--- config.mk ---
export PLATFORM = sky130hd
export DESIGN_NAME = memory_initiator
export DESIGN_NICKNAME = d
export VERILOG_FILES = /design/src/rtl/mem_initiator_pkg.sv /design/src/rtl/mem_burst_counter.sv /design/src/rtl/memory_initiator.sv
export SDC_FILE = /design/constraint.sdc
export NUM_CORES = 1
export LEC_CHECK = 0
export CAP_MARGIN = 20
export CORE_UTILIZATION = 35
export CTS_BUF_LIST = sky130_fd_sc_hd__clkbuf_8 sky130_fd_sc_hd__clkbuf_16
export CTS_CLUSTER_SIZE = 14
export DETAILED_ROUTE_END_ITERATION = 12
export PLACE_DENSITY = 0.74
export SLEW_MARGIN = 20
export SYNTH_ARGS = -nofsm -noshare
export SYNTH_HDL_FRONTEND = slang
export SYNTH_SLANG_ARGS = --single-unit
export TNS_END_PERCENT = 20
--- constraint.sdc ---
create_clock -name Clk -period 1.55 [get_ports Clk]
set_input_delay 0.155 -clock Clk [delete_from_list [all_inputs] [get_ports Clk]]
set_output_delay 0.155 -clock Clk [all_outputs]
set_load 0.05 [all_outputs]
--- src/rtl/mem_initiator_pkg.sv ---
// Package: mem_initiator_pkg
// Shared definitions for memory_initiator and its burst counter.
//   state_e      : initiator FSM state encodings
//   MEM_ASSERT   : active-low strobe asserted level
//   MEM_DEASSERT : active-low strobe idle level
package mem_initiator_pkg;

  typedef enum logic [1:0] {
    ST_IDLE    = 2'd0,
    ST_ACCESS  = 2'd1,
    ST_RESPOND = 2'd2
  } state_e;

  localparam logic MEM_ASSERT   = 1'b0;
  localparam logic MEM_DEASSERT = 1'b1;

endpackage

--- src/rtl/mem_burst_counter.sv ---
// Module: mem_burst_counter
// Beat bookkeeping for burst requests of memory_initiator.
// Ports:
//   clk_i, reset_i : clock, synchronous active-high reset
//   load_i         : request accepted; clear beat count and capture len_i
//   len_i          : beats-1 of the accepted request
//   advance_i      : move to the next beat
//   addr_i         : current memory address
//   next_addr_o    : addr_i + 1, wrapping modulo 1<<AddrWidth
//   last_o         : current beat is the final one
module mem_burst_counter #(
  parameter int unsigned AddrWidth = 8,
  parameter int unsigned LenWidth  = 8
) (
  input  logic                 clk_i,
  input  logic                 reset_i,
  input  logic                 load_i,
  input  logic [LenWidth-1:0]  len_i,
  input  logic                 advance_i,
  input  logic [AddrWidth-1:0] addr_i,
  output logic [AddrWidth-1:0] next_addr_o,
  output logic                 last_o
);

  logic [LenWidth-1:0] beat_q, beat_d;
  logic [LenWidth-1:0] len_q,  len_d;

  always_comb begin
    beat_d = beat_q;
    len_d  = len_q;
    if (load_i) begin
      beat_d = '0;
      len_d  = len_i;
    end else if (advance_i) begin
      beat_d = beat_q + LenWidth'(1);
    end
  end

  always_ff @(posedge clk_i) begin
    if (reset_i) begin
      beat_q <= '0;
      len_q  <= '0;
    end else begin
      beat_q <= beat_d;
      len_q  <= len_d;
    end
  end

  // Natural overflow of the fixed-width add gives the 0xFF -> 0x00 wrap.
  assign next_addr_o = addr_i + AddrWidth'(1);
  assign last_o      = (beat_q == len_q);

endmodule

--- src/rtl/memory_initiator.sv ---
// Module: memory_initiator
// Initiator side of a single-port BRAM (active-low Mem_En/Write_EN, memory
// acts on the negedge). Converts a valid/ready request into one or more
// one-cycle memory strobes and returns each beat on a valid/ready response.
// All state and outputs update on posedge Clk.
// Configuration macro: MEM_INIT_BURST_EN -- when defined, Req_Len is honoured
// (beats = Req_Len+1, incrementing/wrapping address); when undefined every
// request is a single beat with Rsp_Last=1.
// Ports:
//   Clk, Reset                 : clock, synchronous active-high reset
//   Req_Valid/Req_Ready        : request handshake (ready only in IDLE)
//   Req_Write/Addr/Data/Len    : request fields
//   Rsp_Valid/Rsp_Ready        : response handshake
//   Rsp_Data/Rsp_Last          : read data (held on write beats), final beat
//   Mem_Address/DIn            : memory address and write data
//   Mem_Write_EN/Mem_En        : active-low memory strobes
//   Mem_DOut                   : memory read data
module memory_initiator
  import mem_initiator_pkg::*;
#(
  parameter int unsigned AddrWidth = 8,
  parameter int unsigned DataWidth = 16,
  parameter int unsigned LenWidth  = 8
) (
  input  logic                 Clk,
  input  logic                 Reset,
  input  logic                 Req_Valid,
  output logic                 Req_Ready,
  input  logic                 Req_Write,
  input  logic [AddrWidth-1:0] Req_Addr,
  input  logic [DataWidth-1:0] Req_Data,
  input  logic [LenWidth-1:0]  Req_Len,
  output logic                 Rsp_Valid,
  input  logic                 Rsp_Ready,
  output logic [DataWidth-1:0] Rsp_Data,
  output logic                 Rsp_Last,
  output logic [AddrWidth-1:0] Mem_Address,
  output logic [DataWidth-1:0] Mem_DIn,
  output logic                 Mem_Write_EN,
  output logic                 Mem_En,
  input  logic [DataWidth-1:0] Mem_DOut
);

  state_e state_q, state_d;

  logic                 write_q,     write_d;
  logic                 req_ready_q, req_ready_d;
  logic                 rsp_valid_q, rsp_valid_d;
  logic                 rsp_last_q,  rsp_last_d;
  logic [DataWidth-1:0] rsp_data_q,  rsp_data_d;
  logic [AddrWidth-1:0] mem_addr_q,  mem_addr_d;
  logic [DataWidth-1:0] mem_din_q,   mem_din_d;
  logic                 mem_we_n_q,  mem_we_n_d;
  logic                 mem_en_n_q,  mem_en_n_d;

  logic                 burst_load;
  logic                 burst_advance;
  logic                 beat_last;
  logic [AddrWidth-1:0] next_addr;

`ifdef MEM_INIT_BURST_EN
  mem_burst_counter #(
    .AddrWidth (AddrWidth),
    .LenWidth  (LenWidth)
  ) u_burst_counter (
    .clk_i       (Clk),
    .reset_i     (Reset),
    .load_i      (burst_load),
    .len_i       (Req_Len),
    .advance_i   (burst_advance),
    .addr_i      (mem_addr_q),
    .next_addr_o (next_addr),
    .last_o      (beat_last)
  );
`else
  // Single-beat build: every beat is the last, so next_addr is never taken.
  logic unused_burst;
  assign unused_burst = ^{Req_Len, burst_load, burst_advance};
  assign beat_last    = 1'b1;
  assign next_addr    = mem_addr_q;
`endif

  always_comb begin
    state_d       = state_q;
    write_d       = write_q;
    req_ready_d   = req_ready_q;
    rsp_valid_d   = rsp_valid_q;
    rsp_last_d    = rsp_last_q;
    rsp_data_d    = rsp_data_q;
    mem_addr_d    = mem_addr_q;
    mem_din_d     = mem_din_q;
    mem_we_n_d    = mem_we_n_q;
    mem_en_n_d    = mem_en_n_q;
    burst_load    = 1'b0;
    burst_advance = 1'b0;

    unique case (state_q)
      ST_IDLE: begin
        if (Req_Valid) begin
          write_d     = Req_Write;
          mem_addr_d  = Req_Addr;
          mem_din_d   = Req_Data;
          mem_we_n_d  = Req_Write ? MEM_ASSERT : MEM_DEASSERT;
          mem_en_n_d  = MEM_ASSERT;
          req_ready_d = 1'b0;
          burst_load  = 1'b1;
          state_d     = ST_ACCESS;
        end
      end

      ST_ACCESS: begin
        // The memory has acted on the mid-cycle negedge; drop the strobes.
        mem_en_n_d  = MEM_DEASSERT;
        mem_we_n_d  = MEM_DEASSERT;
        if (!write_q) begin
          rsp_data_d = Mem_DOut;
        end
        rsp_valid_d = 1'b1;
        rsp_last_d  = beat_last;
        state_d     = ST_RESPOND;
      end

      ST_RESPOND: begin
        if (Rsp_Ready) begin
          rsp_valid_d = 1'b0;
          rsp_last_d  = 1'b0;
          if (rsp_last_q) begin
            req_ready_d = 1'b1;
            state_d     = ST_IDLE;
          end else begin
            mem_addr_d    = next_addr;
            mem_en_n_d    = MEM_ASSERT;
            mem_we_n_d    = write_q ? MEM_ASSERT : MEM_DEASSERT;
            burst_advance = 1'b1;
            state_d       = ST_ACCESS;
          end
        end
      end

      default: begin
        state_d = ST_IDLE;
      end
    endcase
  end

  always_ff @(posedge Clk) begin
    if (Reset) begin
      state_q     <= ST_IDLE;
      write_q     <= 1'b0;
      req_ready_q <= 1'b1;
      rsp_valid_q <= 1'b0;
      rsp_last_q  <= 1'b0;
      rsp_data_q  <= '0;
      mem_addr_q  <= '0;
      mem_din_q   <= '0;
      mem_we_n_q  <= MEM_DEASSERT;
      mem_en_n_q  <= MEM_DEASSERT;
    end else begin
      state_q     <= state_d;
      write_q     <= write_d;
      req_ready_q <= req_ready_d;
      rsp_valid_q <= rsp_valid_d;
      rsp_last_q  <= rsp_last_d;
      rsp_data_q  <= rsp_data_d;
      mem_addr_q  <= mem_addr_d;
      mem_din_q   <= mem_din_d;
      mem_we_n_q  <= mem_we_n_d;
      mem_en_n_q  <= mem_en_n_d;
    end
  end

  assign Req_Ready    = req_ready_q;
  assign Rsp_Valid    = rsp_valid_q;
  assign Rsp_Last     = rsp_last_q;
  assign Rsp_Data     = rsp_data_q;
  assign Mem_Address  = mem_addr_q;
  assign Mem_DIn      = mem_din_q;
  assign Mem_Write_EN = mem_we_n_q;
  assign Mem_En       = mem_en_n_q;

endmodule

==> results.yml, run 1 <==
clocking:
  clock-sinks: 47
  clk_pin_slew_ns: 0.08
  cts-root-buf: "clkbuf_8"
  cts_buffers: 5
  cts_tree: "yes"
  cts.htree.levels: 2
  clk_latency_ns: 0.29
  cts_max_path_buffers: 2
synthesis:
  syn_inst: 221
  synth_warnings: 0
  synth-main-ff-cell: "dfxtp_1"
  synthesis.nets: 280
  synth_seq_cells: 47
  synth_area_leaders: "dfxtp_1 52%, nand2_1 18%, a21oi_1 12%"
  seq_area_frac_synth: 0.516
  syn_area_per_cell_um2: 8.25
  netlist_area_um2: 1820
  synthTopCellsByCount: "85 x nand2_1, 47 x dfxtp_1, 43 x a21oi_1"
  synth.most_common_cell: "nand2_1"
  synth_top_area_frac: 0.516
  yosysTopAreaCell: "dfxtp_1"
  synth.distinct_cells: 22
  synth_edf_count: 0
  async_flop_share: 0
placed_design:
  port_buffers: 89
  place_area_um2: 2680
  dp_hpwl_mm: 3.20
  place_congestion: 0.859
critical_path:
  r2r_start: "state_q[0]"
  end_kind: "register"
  critPathLaunchType: "register"
  rr_worst_depth: 6
  critPathBufInv: 1
  r2r_slack_ns: 0.1
  worstPathRequired_ns: 1.74
  path_max_fanout: 4
  crit_slowest_cell: "dfxtp_1"
  crit_type: "register to register"
  r2r_end: "Mem_En"
  cp_top_family: "compound AO/OA/AOI/OAI gates"
  path_cells: "inv_1, ha_2, nor2b_4, a211oi_4, nor2b_1, a211o_1"
  crit_arrival_ns: 1.64
  crit_path_max_incr_delay_ns: 0.34
global_routing:
  grt_pass1_wl_mm: 7.16
  first_global_vias: 1648
  grt_usage: 0.169
  grt_antenna_before_repair: 0
  grt_max_degree: 48
  gr-total-overflow: 0
power_and_ir_drop:
  switchingPower_mw: 1.63
  comb_power_share: 0.416
  pwr-share-seq: 0.347
  clkPwrFrac: 0.237
  power_leakage_nw: 1.20
  swShare: 0.379
  p_int_mw: 2.68
  irDropWorstVdd_uv: 1190
  powerDensity_nw_per_um2: 1520
finish:
  syn2layout_area_growth_pct: 55.4
  diodes: 0
  drive_gt1_frac: 0.226
  fillCellCount: 483
  multi_input_area_um2: 800
  design_area_um2: 2830
  seqCellArea_um2: 941
  fin_nets: 372
detailed_routing:
  drc: 0
  routed_wl_mm: 4.51
  wl_per_cell_um: 11.8
  drtIter0Drc: 65
  viasPerCell: 4.62
  dr.pass1.iters: 4
  postRouteAntennaNets: 0
  vias: 1760
hold_path:
  hold_start: "Reset"
  hold_end: "Mem_DIn[10]"
  whs_path_depth: 3
  hold_path.class: "input port to register"
die:
  placementRows: 25
  fp.dieW_um: 74.2
  fp.dieArea_um2: 5500
  initial_utilization: 0.374
  die_h_um: 74.2
  io-pin-count: 98
  core_um2: 4880
sta:
  finalMaxSlewViolations: 0
  rsz0062_at_grt: "false"
  setup_viol: 0
  tns_ns: 0
  max_freq_mhz: 687
  min_period_ns: 1.45
  relSlewSlack: 0.833
  worst_slew_pin_slew_ns: 0.249
  hold_violations: 0
  finalCritPeriodShare: 0.939
  finalClockSkew_ns: 0.00640
outcome:
  status: "completed"
job:
  drv_cap: 0
placed cells by master, fill, tap and decap left out, drive strengths merged, types with 4 or more instances in the layout:
| master | Yosys | final |
|---|---|---|
| nand2 | 85 | 85 |
| buf | 10 | 56 |
| dfxtp | 47 | 47 |
| a21oi | 43 | 43 |
| clkdlybuf4s50 | 0 | 43 |
| ha | 6 | 6 |
| inv | 4 | 5 |
| clkbuf | 4 | 5 |
| nor2b | 5 | 5 |
| nor2 | 4 | 4 |
flip-flops by register name (all words and copies together) (netlist names):
name / flops
Mem_Address: 8
Mem_DIn: 16
Mem_En: 1
Mem_Write_EN: 1
Req_Ready: 1
Rsp_Data: 16
Rsp_Last: 1
state_q: 2
write_q: 1
final cells by class:
| type | count | share of cell area |
|---|---|---|
| Sequential cell | 47 | 0.332 |
| Timing Repair Buffer | 99 | 0.304 |
| Multi-Input combinational cell | 156 | 0.282 |
| Tap cell | 67 | 0.0296 |
| Clock buffer | 5 | 0.0243 |
| Clock inverter | 3 | 0.0225 |
| Inverter | 4 | 0.00530 |
tightest hold or removal path, stage by stage:
cell	delay, ns
buf_2	0.10
buf_12	0.22
a21oi_1	0.06
per-layer routing:
layer | vias to the layer above | routed length, um | track usage
met3 | 2 | 379 | 0.0488
met4 | 0 | 21 | 0.0449
li1 | 893 | - | -
met1 | 801 | 1890 | 0.186
met2 | 64 | 2220 | 0.314
met5 | - | 0 | 0
power by group through the flow:
stage | combinational (mW) | sequential (mW) | clock, mW
floorplan | 0.635 | 2.11 | 0
global placement | 1.77 | 1.52 | 0
detailed placement | 1.79 | 1.53 | 0
CTS | 1.79 | 1.50 | 1.06
global route | 1.94 | 1.52 | 1.11
finish | 1.79 | 1.50 | 1.02
worst max path at each step:
stage	startpoint	endpoint	slack, ns	cells past startpoint
after detailed placement	Rsp_Ready	Mem_En	0.02	5
after global placement	Rsp_Ready	Mem_En	0.05	5
after CTS	state_q[0]	Mem_En	0.007	6
after global routing	state_q[0]	Mem_En	0.02	6
final	state_q[0]	Mem_En	0.1	6
after floorplan	state_q[0]	Mem_En	0.06	6
cell families (layout without fill, tap and decap cells):
family,Yosys count,in the layout,share of synthesized area
multiplexers,3,3,0.0172
adder cells (fa/ha/maj),6,6,0.0412
buffers and inverters,18,111,0.0508
flip-flops,47,47,0.516
AND/OR/NAND/NOR,96,96,0.216
AO/OA/AOI/OAI,51,51,0.159
repair_timing:
| action | 4_1_cts | 5_1_grt |
|---|---|---|
| setup buffers | 0 | 1 |
| hold buffers | 0 | 0 |
| resized for setup | 0 | 4 |
| setup endpoints to repair | 0 | 6 |
per-stage QoR:
step                total power [mW]  setup WS [ns]  utilization  hold WS (ns)  instances
floorplan                       2.75         0.0595            -         0.290        221
global placement                3.29         0.0545        0.550         0.442        372
detailed placement              3.32         0.0196        0.550         0.448        372
CTS                             4.36        0.00735        0.577         0.288        380
global route                    4.57         0.0242        0.581         0.303        381
finish                          4.31         0.0953        0.581         0.296        381
Note: power is estimated with default switching activity, not from simulation.
==> inputs of run 2 (changes only) <==
--- a/config.mk
+++ b/config.mk
@@ -6,11 +6,13 @@
 export NUM_CORES = 1
 export LEC_CHECK = 0
 export CAP_MARGIN = 20
-export CORE_UTILIZATION = 35
+export CELL_PAD_IN_SITES_DETAIL_PLACEMENT = 0
+export CELL_PAD_IN_SITES_GLOBAL_PLACEMENT = 2
+export CORE_UTILIZATION = 18
 export CTS_BUF_LIST = sky130_fd_sc_hd__clkbuf_8 sky130_fd_sc_hd__clkbuf_16
 export CTS_CLUSTER_SIZE = 14
 export DETAILED_ROUTE_END_ITERATION = 12
-export PLACE_DENSITY = 0.74
+export PLACE_DENSITY = 0.72
 export SLEW_MARGIN = 20
 export SYNTH_ARGS = -nofsm -noshare
 export SYNTH_HDL_FRONTEND = slang
==> run 2 against run 1 <==
Compared with the run above: first-iteration DRC count down 57%; setup slack better by 0.010 ns; core utilization fell by 29 points; clock-buffer cell count unchanged; design area up 1.7%; sequential power about the same; via count shrank 1.0%; global-route usage fell by 7.3 points; critical endpoint is now Req_Ready; largest cell class unchanged.
==> results.yml, run 2 (synthesis gave the netlist of run 1 again) <==
finish:
  seqCellArea_um2: 941
  drive_gt1_frac: 0.219
  fin_nets: 373
  diodes: 0
  fin_util: 0.295
  fillCellCount: 1075
  multi_input_area_um2: 792
  layout_common_cells: "85 x nand2_1, 54 x buf_4, 47 x dfxtp_1, 43 x a21oi_1, 43 x clkdlybuf4s50_1"
  syn2layout_area_growth_pct: 58.0
  final_common_cell: "nand2_1"
clocking:
  cts-root-buf: "clkbuf_8"
  cts_buffers: 5
  cts_max_path_buffers: 2
  clock-sinks: 47
  clk_latency_ns: 0.29
  cts_tree: "yes"
  cts.htree.levels: 2
  clk_pin_slew_ns: 0.09
  cts_setup_buffers: 0
global_routing:
  grt_usage: 0.0951
  first_global_vias: 1579
  grt_antenna_before_repair: 0
  grt_max_degree: 21
  gr-total-overflow: 0
  grt_pass1_wl_mm: 7.72
placed_design:
  dp_hpwl_mm: 3.63
  port_buffers: 89
  place_congestion: 0.667
sta:
  min_period_ns: 1.44
  finalClockSkew_ns: 0.0101
  setup_viol: 0
  rsz0062_at_grt: "false"
  worst_slew_pin_slew_ns: 0.452
  tns_ns: 0
  hold_violations: 0
  finalCritPeriodShare: 0.932
  finalMaxSlewViolations: 0
  relSlewSlack: 0.699
  max_freq_mhz: 692
critical_path:
  path_depth: 6
  end_kind: "register"
  crit_type: "register to register"
  rr_worst_depth: 6
  path_max_fanout: 4
  crit_arrival_ns: 1.63
  critPathBufInv: 1
  path_cells: "inv_1, ha_1, nor2b_1, nor2_2, a31oi_1, nand2_1"
  worstPathRequired_ns: 1.74
  cp_top_family: "simple AND/OR/NAND/NOR gates"
  crit_path_max_incr_delay_ns: 0.32
  crit_slowest_cell: "dfxtp_1"
  critPathLaunchType: "register"
die:
  initial_utilization: 0.187
  placementRows: 36
  fp.dieW_um: 103
  io-pin-count: 98
  core_um2: 9770
  fp.dieArea_um2: 10500
  die_h_um: 103
power_and_ir_drop:
  power_leakage_nw: 1.19
  pwr-share-seq: 0.370
  irDropWorstVdd_uv: 487
  switchingPower_mw: 1.69
  powerDensity_nw_per_um2: 1410
  clkPwrFrac: 0.179
  comb_power_share: 0.451
  p_int_mw: 2.36
  swShare: 0.417
outcome:
  status: "completed"
detailed_routing:
  drtIter0Drc: 28
  drc: 0
  vias: 1742
  routed_wl_mm: 5.12
  wl_per_cell_um: 11.4
  dr.pass1.iters: 4
  postRouteAntennaNets: 0
  viasPerCell: 3.89
hold_path:
  hold_path.class: "input port to register"
  whs_path_depth: 2
job:
  drv_cap: 0
==> run 2: cell count changes in the layout (fill, tap and decap cells not counted), sizes merged <==
cell	previous run	this run
buf	56	57
clkinvlp	0	1
bufinv	2	0
clkinv	0	1
==> run 2: repair_timing <==
action	in CTS	in global routing
hold buffers	0	0
endpoints found under the setup margin	0	3
resized for setup	0	1
==> run 2: per-layer routing <==
layer / up-vias / wire, um / global-route usage
li1: 898 / - / -
met1: 786 / 2380 / 0.120
met2: 56 / 2380 / 0.162
met3: 2 / 350 / 0.0264
met4: 0 / 15 / 0.0198
met5: - / 0 / 0
==> run 2: path summary, 6_finish.rpt <==
| path | startpoint | end | slack (ns) |
|---|---|---|---|
| worst max-delay path | state_q[0] | Req_Ready | 0.11 |
| worst min register to register | Mem_DIn[1] | Mem_DIn[1] | 0.46 |
| worst min-delay path | Reset | state_q[1] | 0.29 |
| worst max register to register | state_q[0] | Req_Ready | 0.11 |
==> run 2: power by group through the flow <==
stage               Combinational (mW)  Sequential [mW]  Clock (mW)
finish                            1.83             1.50       0.727
global route                      1.97             1.52       0.825
CTS                               1.86             1.50       0.782
detailed placement                1.86             1.53           0
global placement                  1.85             1.52           0
floorplan                        0.635             2.11           0
==> run 2: cell type report <==
| cell class | count | area share |
|---|---|---|
| tap | 133 | 0.0578 |
| clock buffer | 5 | 0.0239 |
| inverter | 4 | 0.00521 |
| sequential | 47 | 0.327 |
| timing repair buffer | 100 | 0.306 |
| multi-input combinational | 156 | 0.275 |
| clock inverter | 3 | 0.00565 |
==> run 2: stage by stage <==
| step | worst slack, ns | hold WS, ns | cells | area (um^2) | power, mW |
|---|---|---|---|---|---|
| 3_5_place_dp | 0.0300 | 0.449 | 440 | 2790 | 3.38 |
| 5_1_grt | 0.00342 | 0.303 | 448 | 2880 | 4.32 |
| 4_1_cts | 0.0612 | 0.282 | 448 | 2880 | 4.14 |
| 6_report | 0.106 | 0.288 | 448 | 2880 | 4.05 |
| 3_3_place_gp | 0.0365 | 0.443 | 440 | 2790 | 3.37 |
| 2_1_floorplan | 0.0595 | 0.290 | 221 | 1820 | 2.75 |
==> inputs of run 3 (changes only) <==
--- a/config.mk
+++ b/config.mk
@@ -13,6 +13,7 @@
 export CTS_CLUSTER_SIZE = 14
 export DETAILED_ROUTE_END_ITERATION = 12
 export PLACE_DENSITY = 0.72
+export SKIP_CTS_REPAIR_TIMING = 1
 export SLEW_MARGIN = 20
 export SYNTH_ARGS = -nofsm -noshare
 export SYNTH_HDL_FRONTEND = slang
==> results of run 3 <==
No change in the layout: final DEF, timing and power equal those of run 2.
